### config.mk
export PLATFORM = sky130hd
export DESIGN_NAME = readout_sequencer_flat
export DESIGN_NICKNAME = d
export VERILOG_FILES = /design/src/rtl/readout_sequencer_if.sv /design/src/rtl/readout_sequencer.sv /design/src/flat_wrapper.sv
export SDC_FILE = /design/constraint.sdc
export NUM_CORES = 1
export LEC_CHECK = 0
export CAP_MARGIN = 20
export CORE_MARGIN = 4
export CORE_UTILIZATION = 35
export DETAILED_ROUTE_END_ITERATION = 8
export PLACE_DENSITY = 0.69
export SETUP_SLACK_MARGIN = 0.3
export SKIP_CTS_REPAIR_TIMING = 1
export SLEW_MARGIN = 5
export SYNTH_ARGS = -nofsm -noshare
export SYNTH_HDL_FRONTEND = slang
export SYNTH_SLANG_ARGS = --single-unit
### constraint.sdc
create_clock -name clk -period 2.1 [get_ports clk]
set_clock_uncertainty 0.05 [all_clocks]
set_input_delay 0.42 -clock clk [delete_from_list [all_inputs] [get_ports clk]]
set_output_delay 0.42 -clock clk [all_outputs]
set_load 0.02 [all_outputs]
### src/rtl/readout_sequencer_if.sv
// Readout sequencer bus: start/ADC sampling in, row enables/ADC strobe out, pixel stream out (valid/ready).
interface readout_sequencer_if #(
    parameter int ROWS   = 2,
    parameter int COLS   = 2,
    parameter int DATA_W = 8
);
    localparam int RW = (ROWS > 1) ? $clog2(ROWS) : 1;
    localparam int CW = (COLS > 1) ? $clog2(COLS) : 1;

    logic                   start;
    logic [COLS*DATA_W-1:0] adc_data;
    logic                   pix_ready;
    logic [ROWS-1:0]        nre;
    logic                   adc;
    logic                   pix_valid;
    logic [DATA_W-1:0]      pix_data;
    logic [RW-1:0]          pix_row;
    logic [CW-1:0]          pix_col;
    logic                   busy;
    logic                   done;

    modport master (
        input  start, adc_data, pix_ready,
        output nre, adc, pix_valid, pix_data, pix_row, pix_col, busy, done
    );

    modport slave (
        output start, adc_data, pix_ready,
        input  nre, adc, pix_valid, pix_data, pix_row, pix_col, busy, done
    );
endinterface

### src/rtl/readout_sequencer.sv
// Row-by-row pixel readout: settle, ADC strobe, capture, then drain one row over valid/ready (held under backpressure).
// First pixel SETTLE_CYCLES+ADC_CYCLES after start; TEST_PATTERN_EN adds test_mode to load {row,col} patterns.
module readout_sequencer #(
    parameter int ROWS          = 2,
    parameter int COLS          = 2,
    parameter int DATA_W        = 8,
    parameter int SETTLE_CYCLES = 2,
    parameter int ADC_CYCLES    = 4
) (
    input logic clk,
    input logic reset,
`ifdef TEST_PATTERN_EN
    input logic test_mode,
`endif
    readout_sequencer_if.master bus
);
    localparam int RW   = (ROWS > 1) ? $clog2(ROWS) : 1;
    localparam int CW   = (COLS > 1) ? $clog2(COLS) : 1;
    localparam int WMAX = (SETTLE_CYCLES > ADC_CYCLES) ? SETTLE_CYCLES : ADC_CYCLES;
    localparam int WW   = $clog2(WMAX + 1);

    typedef enum logic [1:0] {IDLE, SETTLE, CONVERT, DRAIN} state_t;

    state_t              state_q, state_nxt;
    logic [RW-1:0]       r_q, r_nxt;
    logic [CW-1:0]       c_q, c_nxt;
    logic [WW-1:0]       w_q, w_nxt;
    logic [DATA_W-1:0]   row_buf_q [COLS];
    logic [DATA_W-1:0]   row_buf_nxt [COLS];
    logic [DATA_W-1:0]   cap [COLS];
    logic [ROWS-1:0]     nre_q, nre_nxt;
    logic                adc_q, adc_nxt;
    logic                pix_valid_q, pix_valid_nxt;
    logic [DATA_W-1:0]   pix_data_q, pix_data_nxt;
    logic [RW-1:0]       pix_row_q, pix_row_nxt;
    logic [CW-1:0]       pix_col_q, pix_col_nxt;
    logic                busy_q, busy_nxt;
    logic                done_q, done_nxt;
    logic                xfer;

    assign xfer = pix_valid_q && bus.pix_ready;

    always_comb begin
        for (int i = 0; i < COLS; i++) begin
            cap[i] = bus.adc_data[i*DATA_W +: DATA_W];
`ifdef TEST_PATTERN_EN
            if (test_mode) begin
                cap[i] = DATA_W'({r_q, CW'(i)});
            end
`endif
        end
    end

    always_comb begin
        state_nxt     = state_q;
        r_nxt         = r_q;
        c_nxt         = c_q;
        w_nxt         = w_q;
        row_buf_nxt   = row_buf_q;
        nre_nxt       = nre_q;
        adc_nxt       = adc_q;
        pix_valid_nxt = pix_valid_q;
        pix_data_nxt  = pix_data_q;
        pix_row_nxt   = pix_row_q;
        pix_col_nxt   = pix_col_q;
        done_nxt      = 1'b0;

        case (state_q)
            IDLE: begin
                // done_q marks the cycle a frame just finished; a start there is dropped
                if (bus.start && !done_q) begin
                    state_nxt = SETTLE;
                    r_nxt     = '0;
                    w_nxt     = '0;
                    nre_nxt   = ~ROWS'(1);
                end
            end
            SETTLE: begin
                if (w_q == WW'(SETTLE_CYCLES - 1)) begin
                    state_nxt = CONVERT;
                    w_nxt     = '0;
                    adc_nxt   = 1'b1;
                end else begin
                    w_nxt = w_q + 1'b1;
                end
            end
            CONVERT: begin
                if (w_q == WW'(ADC_CYCLES - 1)) begin
                    state_nxt     = DRAIN;
                    row_buf_nxt   = cap;
                    adc_nxt       = 1'b0;
                    nre_nxt       = '1;
                    pix_valid_nxt = 1'b1;
                    c_nxt         = '0;
                    pix_data_nxt  = cap[0];
                    pix_row_nxt   = r_q;
                    pix_col_nxt   = '0;
                end else begin
                    w_nxt = w_q + 1'b1;
                end
            end
            DRAIN: begin
                if (xfer) begin
                    if (c_q != CW'(COLS - 1)) begin
                        c_nxt        = c_q + 1'b1;
                        pix_col_nxt  = c_q + 1'b1;
                        pix_data_nxt = row_buf_q[c_q + 1'b1];
                    end else if (r_q != RW'(ROWS - 1)) begin
                        state_nxt     = SETTLE;
                        pix_valid_nxt = 1'b0;
                        r_nxt         = r_q + 1'b1;
                        w_nxt         = '0;
                        nre_nxt       = ~(ROWS'(1) << (r_q + 1'b1));
                    end else begin
                        state_nxt     = IDLE;
                        pix_valid_nxt = 1'b0;
                        done_nxt      = 1'b1;
                    end
                end
            end
            default: state_nxt = IDLE;
        endcase

        busy_nxt = (state_nxt != IDLE);
    end

    always_ff @(posedge clk) begin
        if (reset) begin
            state_q     <= IDLE;
            r_q         <= '0;
            c_q         <= '0;
            w_q         <= '0;
            nre_q       <= '1;
            adc_q       <= 1'b0;
            pix_valid_q <= 1'b0;
            pix_data_q  <= '0;
            pix_row_q   <= '0;
            pix_col_q   <= '0;
            busy_q      <= 1'b0;
            done_q      <= 1'b0;
            for (int i = 0; i < COLS; i++) begin
                row_buf_q[i] <= '0;
            end
        end else begin
            state_q     <= state_nxt;
            r_q         <= r_nxt;
            c_q         <= c_nxt;
            w_q         <= w_nxt;
            nre_q       <= nre_nxt;
            adc_q       <= adc_nxt;
            pix_valid_q <= pix_valid_nxt;
            pix_data_q  <= pix_data_nxt;
            pix_row_q   <= pix_row_nxt;
            pix_col_q   <= pix_col_nxt;
            busy_q      <= busy_nxt;
            done_q      <= done_nxt;
            for (int i = 0; i < COLS; i++) begin
                row_buf_q[i] <= row_buf_nxt[i];
            end
        end
    end

    assign bus.nre       = nre_q;
    assign bus.adc       = adc_q;
    assign bus.pix_valid = pix_valid_q;
    assign bus.pix_data  = pix_data_q;
    assign bus.pix_row   = pix_row_q;
    assign bus.pix_col   = pix_col_q;
    assign bus.busy      = busy_q;
    assign bus.done      = done_q;
endmodule

### src/flat_wrapper.sv
// flat-port wrapper written by rule: the top's interface ports become plain ports
module readout_sequencer_flat 
#(
    parameter int ROWS          = 2,
    parameter int COLS          = 2,
    parameter int DATA_W        = 8,
    parameter int SETTLE_CYCLES = 2,
    parameter int ADC_CYCLES    = 4
)
  (clk, reset, bus_start, bus_adc_data, bus_pix_ready, bus_nre, bus_adc, bus_pix_valid, bus_pix_data, bus_pix_row, bus_pix_col, bus_busy, bus_done);
  readout_sequencer_if #(.ROWS(ROWS), .COLS(COLS), .DATA_W(DATA_W)) bus_i ();
  input logic clk;
  input logic reset;
  input wire logic [$bits(bus_i.start)-1:0] bus_start;
  input wire logic [$bits(bus_i.adc_data)-1:0] bus_adc_data;
  input wire logic [$bits(bus_i.pix_ready)-1:0] bus_pix_ready;
  output wire logic [$bits(bus_i.nre)-1:0] bus_nre;
  output wire logic [$bits(bus_i.adc)-1:0] bus_adc;
  output wire logic [$bits(bus_i.pix_valid)-1:0] bus_pix_valid;
  output wire logic [$bits(bus_i.pix_data)-1:0] bus_pix_data;
  output wire logic [$bits(bus_i.pix_row)-1:0] bus_pix_row;
  output wire logic [$bits(bus_i.pix_col)-1:0] bus_pix_col;
  output wire logic [$bits(bus_i.busy)-1:0] bus_busy;
  output wire logic [$bits(bus_i.done)-1:0] bus_done;
  assign bus_i.start = bus_start;
  assign bus_i.adc_data = bus_adc_data;
  assign bus_i.pix_ready = bus_pix_ready;
  assign bus_nre = bus_i.nre;
  assign bus_adc = bus_i.adc;
  assign bus_pix_valid = bus_i.pix_valid;
  assign bus_pix_data = bus_i.pix_data;
  assign bus_pix_row = bus_i.pix_row;
  assign bus_pix_col = bus_i.pix_col;
  assign bus_busy = bus_i.busy;
  assign bus_done = bus_i.done;
  readout_sequencer #(.ROWS(ROWS), .COLS(COLS), .DATA_W(DATA_W), .SETTLE_CYCLES(SETTLE_CYCLES), .ADC_CYCLES(ADC_CYCLES)) u_core (.clk(clk), .reset(reset), .bus(bus_i));
endmodule
=== After elaboration in Yosys (flattened, before gate mapping) ===
Index checks and enable logic that the tools add are counted.

* Flip-flop bits (word level): 39
* Output and inout bits: 16
* Word-level logic and storage cells: 101

* $add $sub $neg: 3
* Order comparisons: 1
* Equal/unequal tests: 13
* Shift-type cells: 1
* Muxes and demuxes: 46
* Bitwise gates (word level): 5
* Reduce and logical (&&, ||, !) cells: 18

{| class="wikitable"
|+ Operator list
! cell !! count
|-
| 2-to-1 mux 8 bit || 6
|-
| 2-to-1 mux 2 bit || 10
|-
| 2-to-1 mux 3 bit || 6
|-
| one-hot mux 8 bit (2 select lines) || 1
|-
| 2-to-1 mux 1 bit || 15
|-
| one-hot mux 3 bit (4 select lines) || 1
|-
| AND reduction 4 bit || 3
|-
| inequality test 2 x 1 -> 1 bit, second input constant || 5
|-
| one-hot mux 1 bit (2 select lines) || 5
|-
| one-hot mux 2 bit (4 select lines) || 1
|-
| nonzero test 2 bit || 4
|-
| inequality test 2 bit, second input constant || 3
|-
| one-hot mux 2 bit (3 select lines) || 1
|-
| AND reduction 3 bit || 2
|-
| AND reduction 6 bit || 1
|-
| AND reduction 5 bit || 1
|-
| equality test 2 bit, second input constant || 2
|-
| OR reduction 4 bit || 1
|-
| adder 3 x 1 -> 3 bit, second input constant || 1
|-
| equality test 3 x 1 -> 1 bit, second input constant || 1
|-
| equality test 3 x 2 -> 1 bit, second input constant || 1
|-
| NOT 1 bit || 3
|-
| nonzero test 3 bit || 1
|-
| adder 1 bit, second input constant || 2
|-
| other kinds (9) || 10
|}

=== Depth between registers and ports, before layout ===
Gate-level depths: netlist of the first run.

* Depth after elaboration: 8
* Gate-level depth with buffers: 8
* Depth with buffers taken out: 6

=== Worst setup path before layout of the first run ===
OpenSTA, ideal clock, no wires.

* Kind: flip-flop to flip-flop
* Start point: register u_core.w_q[0]
* End point: register u_core.busy_q (netlist: u_core.bus.busy)
* Arrival time: 1,475 ps
* Data required time: 1,930 ps
* Setup slack: 455 ps
* Cell stages (with the launch flop): 8
* Path buffers: 1
* Clock period less this slack: 1,645 ps
* Path through: dfxtp_1 ha_1 ha_1 and2_1 buf_2 a211oi_1 o22ai_1 or2_1

* Cells in the longest elaborated chain, start to end: 4
* Elaborated cells between the ends (all ways): 6

{| class="wikitable"
|+ RTL lines
! item !! line !! text
|-
| start: declaration || readout_sequencer.sv:27 || <nowiki>logic [WW-1:0] w_q, w_nxt;</nowiki>
|-
| start signal: assignment || readout_sequencer.sv:148 || <nowiki>w_q <= w_nxt;</nowiki>
|-
| equality test 3 x 2 -> 1 bit or equality test 3 x 1 -> 1 bit (tied branches) || readout_sequencer.sv:88, readout_sequencer.sv:79 ||
|-
| 2-to-1 mux 2 bit, on equally long branches || readout_sequencer.sv:88, readout_sequencer.sv:79 ||
|-
| one-hot mux 2 bit (4 select lines) * || readout_sequencer.sv:68 || <nowiki>case (state_q)</nowiki>
|-
| nonzero test 2 bit * || readout_sequencer.sv:124 || <nowiki>busy_nxt = (state_nxt != IDLE);</nowiki>
|-
| end signal: assignment || readout_sequencer.sv:155 || <nowiki>busy_q <= busy_nxt;</nowiki>
|-
| end: declaration || readout_sequencer.sv:37 || <nowiki>logic busy_q, busy_nxt;</nowiki>
|}

Every way passes the cells marked *; elsewhere a longest branch is shown, timed or not.
A chain may end at the register's enable or synchronous reset.

=== Final worst setup path of the first run ===
* Start point: register u_core.pix_data_q[6] (netlist: u_core.bus.pix_data[6])
* End point: output port bus_pix_data[6]

{| class="wikitable"
|+ RTL lines
! item !! line !! text
|-
| start: declaration || readout_sequencer.sv:34 || <nowiki>logic [DATA_W-1:0] pix_data_q, pix_data_nxt;</nowiki>
|-
| start signal: assignment || readout_sequencer.sv:152 || <nowiki>pix_data_q <= pix_data_nxt;</nowiki>
|-
| end: declaration || flat_wrapper.sv:20 || <nowiki>output wire logic [$bits(bus_i.pix_data)-1:0] bus_pix_data;</nowiki>
|}

No word-level cell between the ends.

==> impl_results.md, run 1 <==
* Hold Path Cell Cnt at 2
* Die Wd at 75.3 um
* Sequential-to-total area share from yosys stat at 0.392
* CP Depth at 1
* First-pass GRT wire length at 6070 um
* H-tree levels at 2
* Pleak at 0.000765 uW
* Post-synth top flop: dfxtp_1
* Top delay family on crit path: buffers and inverters
* Post-Syn Area at 1580 sq um
* CTS root buf: clkbuf_8
* Period Utilization, post-route at 0.817
* Final slew viol count at 0
* Final WS setup at 0.385 ns
* Synthesis-stage register bit count at 31
* Tot GR Track Use at 0.140
* Antenna violations before repair at 0
* Vias in the first global route at 1326
* Die area at 5670 sq um
* Worst setup startpoint: u_core.bus.pix_data[6]
* Area Growth Syn to Fin at 35.8%
* Yosys top cell area share at 0.392
* Mean Syn Cell Area at 8.66 sq um
* Via count at 1365
* Antenna Cells at 0
* Nets at 247
* Yosys warns at 0
* WL/cell at 13.8 um
* Post-synth EDFFs at 0
* Critical path endpoint category: primary output
* Routability cong. at 0.797
* CP bufs+invs at 1
* Initial DRT Pass Iterations at 4
* Final setup viols at 0
* Endpoints failing hold at 0
* Asr flop ratio synth at 0
* Grt ovf at 0
* Max rail drop VDD at 0.322 mV
* Netlist cell types at 41
* Hold Path Class: reg2reg
* Number of remaining DRC errors at 0
* Post-Synthesis Cells at 183
* Post-DP HPWL at 2710 um
* Worst skew pair latency at 0.28 ns
* CP Launch Type: flop
* ANT nets after route at 0
* Reg2reg start: u_core.state_q[0]
* Actual slew at the worst max-slew pin at 0.370 ns
* Drt via density at 5.02
* Power Dens Cells at 641 nW/um^2
* Row cnt at 24
* Core area at 4350 sq um
* Starting DRC count in detailed routing at 93
* Status: finished clean
* CP max-delay cell: clkdlybuf4s50_1
* R2r worst-path depth at 5
* Layout cells sized above 1 at 0.159
* Max Cap Viol at 0
* CTS clock-pin slew for the worst setup and hold paths at 0.07 ns
* Routed WL at 3750 um
* Die height at 75.3 um
* Max_slew headroom at 0.750
* Area leader, netlist: dfxtp_1
* Crit path cell chain: clkdlybuf4s50_1
* Worst hold start: u_core.row_buf_q[6]
* Commonest cells in the netlist: dfxtp_1, nand2_1, a21oi_1, nor2_1, ha_1
* Mapped Nets at 211
* Port bufs at 35
* Fmax at 583 MHz
* Initial Util at 0.364
* Total CTS buffers at 5
* Crit path max fanout at 2
* TritonCTS clock tree: done
* Ports at 36
* # fillers at 428
* Critical Path Max Stage Delay at 0.63 ns
* Worst Setup Path Type: reg2out
* Worst endpoint required time at 1.63 ns
* Clock Path Buffers at 2
* Final TNS setup at 0 ns
* Area contributors post-synth: dfxtp_1, a21oi_1, ha_1, nand2_1, a211oi_2
* RSZ-0062 raised after global routing: true
* Largest net degree at the start of global routing at 18
* Place WS at 0.0277 ns
* Clk sink count at 31
* Top-count cell post-synth: dfxtp_1
* Data arrival, critical path at 1.24 ns
* Fin crit period at 1.71 ns
## placed cells by master (no fill, tap or decap), types with 2 or more instances in the layout
cell             instances
a211oi_2                 7
a21oi_1                 20
a311oi_1                 2
buf_4                    5
clkbuf_8                 7
clkdlybuf4s50_1         33
dfxtp_1                 29
dfxtp_2                  2
dlymetal6s2s_1           2
ha_1                     5
ha_2                     2
inv_1                    5
mux2_1                   2
mux2i_1                  4
nand2_1                 25
nand2b_1                 6
nand3b_1                 2
nor2_1                  16
nor2b_1                  7
nor3_1                   7
nor3b_1                  3
o21ai_0                  3
o21bai_1                 2
## per-stage QoR
step / power, uW / hold slack, ns / area (sq um) / utilization / cells
after floorplan: 757 / 0.386 / 1580 / - / 183
after global placement: 843 / 0.402 / 2000 / 0.459 / 264
after detailed placement: 845 / 0.411 / 2000 / 0.459 / 264
after CTS: 1370 / 0.420 / 2100 / 0.482 / 272
after global routing: 1440 / 0.440 / 2150 / 0.494 / 272
final: 1380 / 0.421 / 2150 / 0.494 / 272
## metal layers
metal  wire, um  part of all wire  vias up  global-route usage
met3        177             0.047        6              0.0320
met1       1910              0.51      614               0.205
met4         51             0.014        0              0.0563
met2       1610              0.43       37               0.196
met5          0                 0        -                   0
li1           -                 -      708                   -
## flip-flops by register name, indices dropped and copies added, names as in the netlist, 2 cells and up
name,cells
u_core.state_q,2
u_core.bus.pix_data,8
u_core.bus.nre,2
u_core.w_q,3
u_core.row_buf_q,8
## area by class of cell
type                    count  area, sq um  area share
well taps                  52         65.1      0.0303
repair buffers             42          424       0.197
inverters                   5         18.8     0.00873
multi-input cells         134          916       0.426
flip-flops and latches     31          623       0.290
clock buffers               7         96.3      0.0448
clock inverters             1         7.51     0.00349
## worst paths after layout
path                              end  slack, ns
setup / recovery      bus_pix_data[6]       0.39
hold / removal    u_core.row_buf_q[6]       0.42
hold reg to reg   u_core.row_buf_q[6]       0.42
setup reg to reg        u_core.w_q[2]       0.40
## worst reg2reg max path, cell delays in order, from the launching register on
cell	delay, ns
dfxtp_2	0.36
inv_1	0.12
ha_2	0.24
a221oi_4	0.35
nand2_1	0.13
mux2_1	0.33
## power by group
part	total, uW	leakage [uW]	switching, uW	internal (uW)
registers	624	0.000252	16.1	608
logic	224	0.000463	107	117
clock network	531	0.0000505	233	298
## kinds of logic (layout without fill, tap and decap cells)
kind of cell / Yosys count / count (layout) / share of synthesized area
fa+ha+maj: 8 / 8 / 0.0632
compound gates: 45 / 45 / 0.210
flops: 31 / 31 / 0.392
buf+inv: 18 / 55 / 0.0545
simple gates: 75 / 75 / 0.241
mux: 6 / 6 / 0.0395
No activity file was read; power rests on OpenSTA's default activity.
==> run 2, diff against run 1 <==
==> constraint.sdc (replaced) <==
create_clock -name clk -period 1.77 [get_ports clk]
set_clock_uncertainty 0.05 [all_clocks]
set_input_delay 0.354 -clock clk [delete_from_list [all_inputs] [get_ports clk]]
set_output_delay 0.354 -clock clk [all_outputs]
set_load 0.02 [all_outputs]
==> run 2 against run 1 <==
Net effect: sequential power is 19% higher; clock power increased by 27%; final cell count up 7.7%; core utilization is 8.9 points higher; non-clock buffer count increased by 21; routed wire length up 20%; register-to-register slack got worse by 0.25 ns; critical path depth grew 4; highest routed layer unchanged.
==> impl_results.md, run 2 (synthesis results as in run 1) <==
* Most frequent cells in the layout: dfxtp_1, nand2_1, buf_4
* Power Dens Cells at 685 nW/um^2
* Number of remaining DRC errors at 0
* TritonCTS clock tree: done
* Nets at 268
* Area Growth Syn to Fin at 60.3%
* Critical Path Max Stage Delay at 0.38 ns
* Largest net degree at the start of global routing at 18
* Final WS setup at 0.147 ns
* CTS clock-pin slew for the worst setup and hold paths at 0.07 ns
* Total CTS buffers at 5
* Data arrival, critical path at 1.74 ns
* Post-DP HPWL at 2930 um
* Antenna Cells at 0
* # fillers at 364
* Clk sink count at 31
* Crit path cell chain: ha_4 -> buf_12 -> a221oi_4 -> nand2_2 -> mux2_1
* Row cnt at 24
* CTS root buf: clkbuf_8
* Via count at 1489
* Endpoints failing hold at 0
* RSZ-0062 raised after global routing: true
* Clock Path Buffers at 2
* Vias in the first global route at 1368
* First-pass GRT wire length at 6050 um
* Final Power at 1740 uW
* Tot GR Track Use at 0.140
* Max Cap Viol at 0
* Pleak at 0.00116 uW
* Fin crit period at 1.62 ns
* Port bufs at 35
* CP Launch Type: flop
* Actual slew at the worst max-slew pin at 0.323 ns
* Period Utilization, post-route at 0.917
* Worst Setup Path Type: reg2reg
* Max_slew headroom at 0.783
* Most common cell after layout, fill and taps aside: dfxtp_1
* H-tree levels at 2
* Die area at 5670 sq um
* Final setup viols at 0
* WL/cell at 15.3 um
* Antenna violations before repair at 0
* Crit path max fanout at 5
* Worst skew pair latency at 0.29 ns
* Starting DRC count in detailed routing at 77
* Fmax at 616 MHz
* Drt via density at 5.08
* Final slew viol count at 0
* Hold Path Class: reg2reg
* Layout cells sized above 1 at 0.311
* Worst hold margin at 0.412 ns
* Routability cong. at 0.832
* Status: finished clean
* Max rail drop VDD at 0.339 mV
* Critical path endpoint category: flop
* Worst endpoint required time at 1.89 ns
* Grt ovf at 0
* Routed WL at 4490 um
* ANT nets after route at 0
* Die height at 75.3 um
* Ports at 36
* CP max-delay cell: dfxtp_4
* Initial Util at 0.364
* Initial DRT Pass Iterations at 4
* Die Wd at 75.3 um
* Core area at 4350 sq um
* Place WS at -0.160 ns
[run 2: cell count changes in the layout (fill, tap and decap cells not counted), sizes merged]
cell,change
buf,+20
clkinvlp,-1
clkinv,+1
dlymetal6s2s,+15
clkdlybuf4s50,-15
clkbuf,+1
[run 2: worst max-delay path, delay by kind of cell (launching register included)]
| family | cells | cell delay (ns) |
|---|---|---|
| flip-flops | 1 | 0.38 |
| AND/OR/NAND/NOR | 1 | 0.11 |
| adder cells (fa/ha/maj) | 1 | 0.21 |
| buffers and inverters | 1 | 0.13 |
| AO/OA/AOI/OAI | 1 | 0.29 |
| multiplexers | 1 | 0.33 |
[run 2: power by group]
part	internal (uW)	switching, uW
combinational	172	149
clock	398	276
sequential	721	23.7
total	1290	448
[run 2: cell type report]
cell class	instances	area [sq um]	area share
flip-flops and latches	31	634	0.250
repair buffers	63	673	0.265
clock inverters	1	5.00	0.00197
well taps	52	65.1	0.0256
multi-input cells	134	1030	0.407
clock buffers	7	108	0.0424
inverters	5	21.3	0.00837
[run 2: through the flow]
step / std cells / instance area [sq um] / TNS, ns / utilization
after floorplan: 183 / 1650 / 0 / -
after global placement: 271 / 2120 / -0.877 / 0.486
after detailed placement: 271 / 2120 / -1.35 / 0.486
after CTS: 279 / 2230 / -0.0521 / 0.512
after global routing: 293 / 2540 / 0 / 0.583
final: 293 / 2540 / 0 / 0.583
[run 2: layer usage]
| metal | vias to the layer above | share of wire | GRT usage |
|---|---|---|---|
| met4 | 0 | 0.011 | 0.0427 |
| li1 | 747 | - | - |
| met5 | - | 0 | 0 |
| met2 | 44 | 0.50 | 0.219 |
| met1 | 693 | 0.43 | 0.184 |
| met3 | 5 | 0.057 | 0.0441 |
[run 2: path summary, 6_finish.rpt]
path	slack [ns]	end	depth (start not counted)	from
worst max-delay path	0.15	u_core.w_q[2]	5	u_core.state_q[1]
worst min-delay path	0.41	u_core.row_buf_q[0]	2	u_core.row_buf_q[0]
worst max register to register	0.15	u_core.w_q[2]	5	u_core.state_q[1]
worst min register to register	0.41	u_core.row_buf_q[0]	2	u_core.row_buf_q[0]
==> run 3, diff against run 2 <==
--- a/config.mk
+++ b/config.mk
@@ -7,9 +7,9 @@
 export LEC_CHECK = 0
 export CAP_MARGIN = 20
 export CORE_MARGIN = 4
-export CORE_UTILIZATION = 35
+export CORE_UTILIZATION = 30
 export DETAILED_ROUTE_END_ITERATION = 8
-export PLACE_DENSITY = 0.69
+export PLACE_DENSITY = 0.62
 export SETUP_SLACK_MARGIN = 0.3
 export SKIP_CTS_REPAIR_TIMING = 1
 export SLEW_MARGIN = 5
==> run 3 against run 2 <==
Net effect: setup slack better by 0.052 ns; flip-flop and latch count unchanged; sequential share of layout area down 0.55 points; hold slack better by 0.0092 ns; via count down 1.0%; largest cell class unchanged; highest routed layer unchanged.
==> impl_results.md, run 3 (synthesis results as in run 1) <==
* First-pass GRT wire length at 6530 um
* Pleak at 0.00119 uW
* Flop pwr share at 0.433
* Hold Path Cell Cnt at 2
* Initial DRT Pass Iterations at 4
* Tot GR Track Use at 0.133
* Grt ovf at 0
* Die Wd at 80.7 um
* ANT nets after route at 0
* Port bufs at 35
* Largest net degree at the start of global routing at 20
* Reg2reg end: u_core.w_q[2]
* Hold Path Class: reg2reg
* CTS root buf: clkbuf_8
* Max rail drop VDD at 0.360 mV
* Via count at 1474
* Routed WL at 4340 um
* Initial Util at 0.310
* TritonCTS clock tree: done
* H-tree levels at 2
* RSZ-0062 raised after global routing: true
* Most common cell after layout, fill and taps aside: dfxtp_1
* Worst skew pair latency at 0.28 ns
* Post-DP HPWL at 2960 um
* Nets at 269
* Routability cong. at 0.767
* Gate power share at 0.178
* Die height at 80.7 um
* Critical path endpoint category: flop
* Status: finished clean
* Antenna Cells at 0
* Clock Path Buffers at 2
* R2R Setup Slk at 0.20 ns
* Fin crit period at 1.57 ns
* Core area at 5110 sq um
* Worst setup startpoint: u_core.state_q[0]
* Total CTS buffers at 5
* Max_slew headroom at 0.818
* Antenna violations before repair at 0
* Final core occ at 0.509
* CTS clock-pin slew for the worst setup and hold paths at 0.07 ns
* Starting DRC count in detailed routing at 82
* Fmax at 637 MHz
* WL/cell at 13.9 um
* Worst Setup Path Type: reg2reg
* Drt via density at 4.72
* Clock group share of total power at 0.390
* Number of remaining DRC errors at 0
* Most frequent cells in the layout: dfxtp_1, nand2_1, buf_4
* Row cnt at 26
* Power Dens Cells at 663 nW/um^2
* Actual slew at the worst max-slew pin at 0.273 ns
* Vias in the first global route at 1389
* Die area at 6510 sq um
* Net Switching at 441 uW
* Final setup viols at 0
* Endpoints failing hold at 0
* Clk sink count at 31
* Crit path max fanout at 5
* Layout cells sized above 1 at 0.355
* Period Utilization, post-route at 0.888
* R2r worst-path depth at 5
* Area Growth Syn to Fin at 64.0%
* Final Power at 1720 uW
* Final slew viol count at 0
* Ports at 36
* Max Cap Viol at 0
* Int Power at 1280 uW
* Data arrival, critical path at 1.69 ns
* Sw frac at 0.256
* Critical Path End: u_core.w_q[2]
* Reg2reg start: u_core.state_q[0]
* CP Launch Type: flop
* Worst endpoint required time at 1.89 ns
==> run 3: changes by cell type in the layout (fill, tap and decap cells not counted), sizes merged <==
cell           change
clkdlybuf4s50      -1
dlymetal6s2s       +1
clkbuf             -1
buf                +2
==> run 3: critical path, cell delays in order (launching register included) <==
cell and delay (ns):
dfxtp_4 0.37, ha_4 0.19, a21boi_4 0.15, a221oi_4 0.25, nand2_2 0.12, mux2_4 0.31
==> run 3: metrics by stage <==
stage                     instance area, sq um  instances  TNS [ns]  worst slack (ns)  hold slack [ns]
final                                     2600        312         0             0.199            0.422
after global routing                      2600        312         0             0.162            0.431
after CTS                                 2220        296   -0.0565           -0.0565            0.421
after detailed placement                  2110        288    -0.871            -0.115            0.412
after global placement                    2110        288    -0.737            -0.101            0.404
after floorplan                           1650        183         0             0.238            0.386
==> run 3: cell type report <==
cell class / instances / area (sq um)
timing repair buffer: 64 / 656
tap: 70 / 87.6
clock buffer: 7 / 108
inverter: 5 / 21.3
clock inverter: 1 / 5.00
sequential: 31 / 634
multi-input combinational: 134 / 1090
fill: 460 / 2510
==> run 3: worst min path at each step <==
stage	from	to	slack [ns]
2_1_floorplan	u_core.row_buf_q[0]	u_core.row_buf_q[0]	0.39
3_3_place_gp	u_core.row_buf_q[3]	u_core.row_buf_q[3]	0.40
3_5_place_dp	u_core.row_buf_q[0]	u_core.row_buf_q[0]	0.41
4_1_cts	u_core.row_buf_q[0]	u_core.row_buf_q[0]	0.42
5_1_grt	u_core.row_buf_q[5]	u_core.row_buf_q[5]	0.43
6_report	u_core.bus.pix_data[0]	u_core.bus.pix_data[0]	0.42
==> run 3: power by group through the flow <==
stage / clock, uW / combinational, uW / sequential, uW
detailed placement: 0 / 260 / 759
finish: 671 / 306 / 745
global route: 715 / 334 / 749
global placement: 0 / 260 / 758
CTS: 685 / 262 / 744
floorplan: 0 / 132 / 775
==> run 3: routing by layer <==
layer,vias to the layer above,wire (um),GRT usage
met4,0,112,0.0794
met1,687,2090,0.182
met5,-,0,0
met3,9,134,0.0258
met2,26,2000,0.191
li1,752,-,-
